### src/rtl/icg_multi_hyst.sv
// Multi-channel clock gate with per-channel hysteresis.
// Each channel keeps its clock running for HOLD cycles after its request
// drops, can be forced off, and is forced on by TE. Gating uses a
// low-transparent latch so Q never glitches or truncates a high phase.
module icg_multi_hyst #(
  parameter int unsigned NCH  = 4,
  parameter int unsigned HOLD = 8,
  parameter int unsigned CW   = 4
) (
  input  logic           CLK,
  input  logic           RN,
  input  logic [NCH-1:0] E,
  input  logic [NCH-1:0] FO,
  input  logic           TE,
  output logic [NCH-1:0] Q,
  output logic [NCH-1:0] ACTIVE,
  output logic           BUSY
);

  // Reject configurations the counter or channel vector cannot represent.
  if (HOLD > (2 ** CW) - 1) begin : g_bad_hold
    $error("icg_multi_hyst: HOLD does not fit in CW bits");
  end
  if (NCH < 1 || NCH > 32) begin : g_bad_nch
    $error("icg_multi_hyst: NCH must be 1..32");
  end

  typedef enum logic [1:0] {
    StOff  = 2'd0,
    StOn   = 2'd1,
    StHold = 2'd2
  } state_e;

  // Counter reload on request drop; counting HoldLoad..0 spans HOLD cycles.
  localparam logic [CW-1:0] HoldLoad = (HOLD == 0) ? '0 : CW'(HOLD - 1);

  state_e         state_q [NCH];
  state_e         state_d [NCH];
  logic [CW-1:0]  cnt_q   [NCH];
  logic [CW-1:0]  cnt_d   [NCH];
  logic [NCH-1:0] en_q;
  logic [NCH-1:0] en_d;
  logic [NCH-1:0] lat_d;
  logic [NCH-1:0] lat_q;

  // State register: FSM state, hold counter and registered enable.
  always_ff @(posedge CLK) begin
    if (!RN) begin
      for (int i = 0; i < NCH; i++) begin
        state_q[i] <= StOff;
        cnt_q[i]   <= '0;
      end
      en_q <= '0;
    end else begin
      for (int i = 0; i < NCH; i++) begin
        state_q[i] <= state_d[i];
        cnt_q[i]   <= cnt_d[i];
      end
      en_q <= en_d;
    end
  end

  // Next-state logic, one independent FSM per channel; force-off wins.
  always_comb begin
    for (int i = 0; i < NCH; i++) begin
      state_d[i] = state_q[i];
      cnt_d[i]   = cnt_q[i];
      if (FO[i]) begin
        state_d[i] = StOff;
        cnt_d[i]   = '0;
      end else begin
        case (state_q[i])
          StOff: begin
            if (E[i]) begin
              state_d[i] = StOn;
              cnt_d[i]   = '0;
            end
          end
          StOn: begin
            if (!E[i]) begin
              state_d[i] = (HOLD == 0) ? StOff : StHold;
              cnt_d[i]   = HoldLoad;
            end
          end
          StHold: begin
            if (E[i]) begin
              // Re-request beats expiry in the same cycle.
              state_d[i] = StOn;
              cnt_d[i]   = '0;
            end else if (cnt_q[i] == '0) begin
              state_d[i] = StOff;
            end else begin
              cnt_d[i] = cnt_q[i] - CW'(1);
            end
          end
          default: begin
            state_d[i] = StOff;
            cnt_d[i]   = '0;
          end
        endcase
      end
    end
  end

  // Output decode: enable for the next cycle and latch input with test override.
  always_comb begin
    en_d = '0;
    for (int i = 0; i < NCH; i++) begin
      en_d[i] = (state_d[i] != StOff);
    end
    lat_d = en_q | {NCH{TE}};
  end

  // Gating latch: transparent in the low phase so Q only sees clean high phases.
  always_latch begin
    if (!CLK) begin
      lat_q <= lat_d;
    end
  end

  assign Q      = {NCH{CLK}} & lat_q;
  assign ACTIVE = en_q;
  assign BUSY   = |en_q;

endmodule

### config.mk
export PLATFORM = sky130hd
export DESIGN_NAME = icg_multi_hyst
export DESIGN_NICKNAME = d
export VERILOG_FILES = /design/src/rtl/icg_multi_hyst.sv
export SDC_FILE = /design/constraint.sdc
export NUM_CORES = 1
export LEC_CHECK = 0
export CAP_MARGIN = 20
export CORE_ASPECT_RATIO = 1.4
export CORE_MARGIN = 2
export CORE_UTILIZATION = 45
export CTS_CLUSTER_DIAMETER = 100
export DETAILED_ROUTE_END_ITERATION = 6
export PLACE_DENSITY = 0.74
export SLEW_MARGIN = 10
export SYNTH_ARGS = -nofsm -noshare
export SYNTH_HDL_FRONTEND = slang
export SYNTH_SLANG_ARGS = --single-unit
### constraint.sdc
create_clock -name CLK -period 3.8 [get_ports CLK]
set_input_delay 0.95 -clock CLK [delete_from_list [all_inputs] [get_ports CLK]]
set_output_delay 0.95 -clock CLK [all_outputs]
set_load 0.01 [all_outputs]
* Word level (Yosys, flattened, before mapping) *
Memories as Yosys holds them, arrays and structs flattened.
Index checks and enable logic that the tools add are counted.

operators by class
  add/sub/neg operators = 4
  multipliers = 0
  div/mod/pow operators = 0
  $lt $le $gt $ge = 0
  eq/ne operators = 8
  shifts and indexed selects = 0
  multiplexer cells = 60
  bitwise operators = 10
  reduce and logical (&&, ||, !) cells = 13

operators by type and width
  cell                   count
  $mux W4                26
  $mux W2                24
  $pmux W4 S3            4
  $pmux W2 S3            4
  $logic_not A4 Y1       4
  $sub A4 B1 Y4 const B  4
  $eq A2 B1 Y1 const B   4
  $eq A2 B2 Y1 const B   4
  $logic_not A2 Y1       4
  $or A1 B1 Y1           8
  $reduce_bool A2 Y1     4
  $and A4 B4 Y4          1
  $or A4 B4 Y4           1
  $reduce_or A4 Y1       1
  $mux W1                2

storage, ports and cells
  register bits = 4
  latch bits = 4
  RAM bits = 24
  memory bits (read-only) = 0
  input bits = 11
  output and inout bits = 9
  word-level logic and storage cells = 102
  memories kept = 2

memories
  name     words  width  read ports  clocked after Yosys merged registers in  wr ports  RTL line  RTL
  cnt_q    4      4      4           0                                        4         39        logic [CW-1:0] cnt_q [NCH];
  state_q  4      2      4           0                                        4         37        state_e state_q [NCH];

* Longest topological paths before layout *
  word-level depth = 6
  mapped depth = 6
  mapped depth without buffers = 6

==> impl_metrics.py <==
metrics = {
    "status": {
        "status": "finished with violations",
        "violations": "negative setup slack",
    },
    "global_route": {
        "grt_pass1_wl_mm": 6.520,
        "grt_pass1_vias": 1639,
        "grt_overflow_total": 0,
        "track_usage_pct": 18.26,
        "antenna_found_initial": 0,
        "grt_max_degree": 11,
    },
    "power": {
        "p_per_area_nw_per_um2": 401.5,
        "ir_drop_mv": 0.3514,
        "p_leak_nw": 0.9536,
    },
    "die": {
        "die_area_um2": 4820,
        "die_w_um": 59.25,
        "initial_utilization_pct": 46.13,
        "core_area_um2": 4169,
        "placementRows": 28,
        "die_h_um": 81.35,
        "io_pins": 20,
    },
    "critical_path": {
        "worstSetupPathType": "latch -> out",
        "worstPathCellList": "and2_4, buf_6",
        "cp_slowest_cell": "dlxtn_1",
        "crit_start": "lat_q[0]",
        "cpPeakStageDelay_ns": 0.39,
        "arrival_ns": 2.93,
        "reg2reg_from": "ACTIVE[0]",
        "path_delay_family": "latches",
        "ff2ff_path_depth": 1,
        "worstPathRequired_ns": 2.85,
        "r2r_end": "lat_q[0]",
        "crit_buf_inv": 1,
        "rrSetupSlack_ns": 1.30,
        "cp-start-kind": "latch",
        "crit_path_end_kind": "primary output",
        "crit_fanout": 1,
    },
    "yosys": {
        "synth_compound_area_share_pct": 20.69,
        "yosys_register_bits": 32,
        "synth_top_family_by_area": "simple AND/OR/NAND/NOR gates",
        "syn_area_um2": 1923,
        "synth_simple_gate_area_share_pct": 25.96,
        "ys_types": 39,
        "syn_avg_cell_area_um2": 8.472,
        "synthMuxAreaShare_pct": 1.561,
        "syn-num-nets": 262,
        "syn_inst": 227,
        "yosysWarnings": 0,
        "yosys.area_share.adder_pct": 15.61,
        "synthXorXnorAreaFrac_pct": 0,
    },
    "placed_design": {
        "portBuffers": 19,
        "place_area_um2": 2170,
        "gp_congestion": 0.7962,
        "dp_hpwl_mm": 2.889,
    },
    "sta": {
        "setup_ws_ns": -0.07698,
        "worst_hold_slack_ns": 0.4757,
        "rsz0062_at_grt": "true",
        "tightest_slew_ns": 0.4912,
        "relSlewSlack_pct": 67.18,
        "setup_violations": 8,
        "fin_worst_skew_ns": 0.006936,
        "slew_violations": 0,
        "final_hold_viol_count": 0,
    },
    "hold_path": {
        "min_path_type": "reg -> reg",
        "holdPathStages": 2,
        "hold_end": "cnt_q[0][1]",
        "hp-start": "cnt_q[0][1]",
    },
    "layout": {
        "final_cell_mix": "28 x dfxtp_1, 24 x ha_1, 20 x inv_1, 19 x nor2_1",
        "finish.net_count": 292,
        "fill_cells": 395,
        "area_growth_pct": 20.56,
        "multi_input_area_um2": 1232,
        "n_antenna_cell": 0,
        "regArea_um2": 620.6,
        "final_area_um2": 2318,
        "drive_gt1_share_pct": 9.266,
        "final_common_cell": "dfxtp_1",
    },
    "drt": {
        "detail-route-antenna-nets": 0,
        "vias": 1709,
        "routedWlPerCell_um": 13.03,
        "viasPerCell": 5.622,
        "drtIter0Drc": 53,
        "drc": 0,
        "wl_mm": 3.961,
        "drtPass1Iterations": 4,
    },
    "flow_run": {
        "max-cap-violations": 0,
    },
    "clocking": {
        "ctsHoldBuffers": 0,
        "post-cts-setup-buffers": 0,
        "cts_tree": "done",
        "clk_latency_ns": 0.40,
        "path_clk_slew_ns": 0.06,
    },
}
## flip-flops by register name (all words and copies together) (netlist names)
name,flops
cnt_q,16
ACTIVE,4
state_q,8
lat_q,4
## synth_stat cells, drive strengths merged
library cell	instances	area [um2]
dfxtp	28	560.5
ha	24	300.3
inv	20	75.07
nor2	19	71.32
o21ai	18	90.09
a21oi	15	75.07
nand2	12	45.04
nand2b	12	75.07
and2	6	37.54
a211oi	5	37.54
nand3	5	25.02
nor3	5	25.02
or2	5	31.28
dlxtn	4	60.06
nand3b	4	30.03
a211o	3	26.28
a21o	3	22.52
a311oi	3	26.28
mux2i	3	30.03
nor2b	3	18.77
nor4	3	18.77
nor4bb	3	30.03
o31a	3	35.04
or4	3	22.52
or4b	3	30.03
nor3b	2	15.01
o211ai	2	15.01
o31ai	2	20.02
o41ai	2	17.52
or3b	2	17.52
a221oi	1	8.760
a22oi	1	7.510
o21a	1	7.510
o221ai	1	8.760
or3	1	6.260
## area by class of cell
type                            count  share of cell area (%)
Timing Repair Buffer               15                   6.476
Clock inverter                      2                  0.4317
Sequential cell                    32                   26.77
Tap cell                           45                   2.428
Multi-Input combinational cell    175                   53.16
Inverter                           20                   3.238
Clock buffer                       15                   7.501
## how the worst max path moves through the flow
stage	to	slack [ns]	depth (start not counted)
after CTS	Q[0]	-0.09	2
final	Q[0]	-0.08	2
after global routing	Q[3]	-0.11	2
after floorplan	Q[0]	0.43	1
after detailed placement	Q[3]	-0.05	2
after global placement	Q[0]	-0.04	2
## layer usage
layer / global-route usage [%] / share of wire, % / vias up
met3: 10.35 / 6.6 / 6
li1: - / - / 875
met4: 10.68 / 1.4 / 0
met1: 17.35 / 42 / 790
met2: 30.11 / 50 / 38
met5: 0 / 0 / -
## worst min-delay path: stages (launching register included)
cell and delay [ns]:
dfxtp_1 0.33, nand2_1 0.06, a21oi_1 0.05
## cell families (layout without fill, tap and decap cells)
logic type,after synthesis,count (layout)
adders and majority gates,24,24
AOI/OAI and AO/OA,60,60
buffers and inverters,20,52
muxes,3,3
latches,4,4
DFF,28,28
and+or+nand+nor,88,88
## power by group
| part | switching, W | internal, W |
|---|---|---|
| Combinational | 0.0000508 | 0.0000496 |
| Sequential | 0.00000843 | 0.000334 |
| Clock | 0.000194 | 0.000294 |
| Total | 0.000253 | 0.000678 |
## metrics by stage
stage / cells / worst slack [ns] / TNS (ns) / util, % / power, W
after floorplan: 227 / 0.4289 / 0 / - / 0.0004453
after global placement: 291 / -0.03871 / -0.1444 / 52.04 / 0.0005288
after detailed placement: 291 / -0.04798 / -0.1584 / 52.04 / 0.0005305
after CTS: 304 / -0.09165 / -0.3430 / 55.61 / 0.0009476
after global routing: 304 / -0.1122 / -0.4282 / 55.61 / 0.0009791
final: 304 / -0.07698 / -0.2875 / 55.61 / 0.0009308
## repair_timing
| action | in CTS | in global routing |
|---|---|---|
| resized for setup | 20 | 0 |
| pin swaps | 3 | 0 |
| endpoints found under the setup margin | 8 | 8 |
Note: power is estimated with default switching activity, not from simulation.
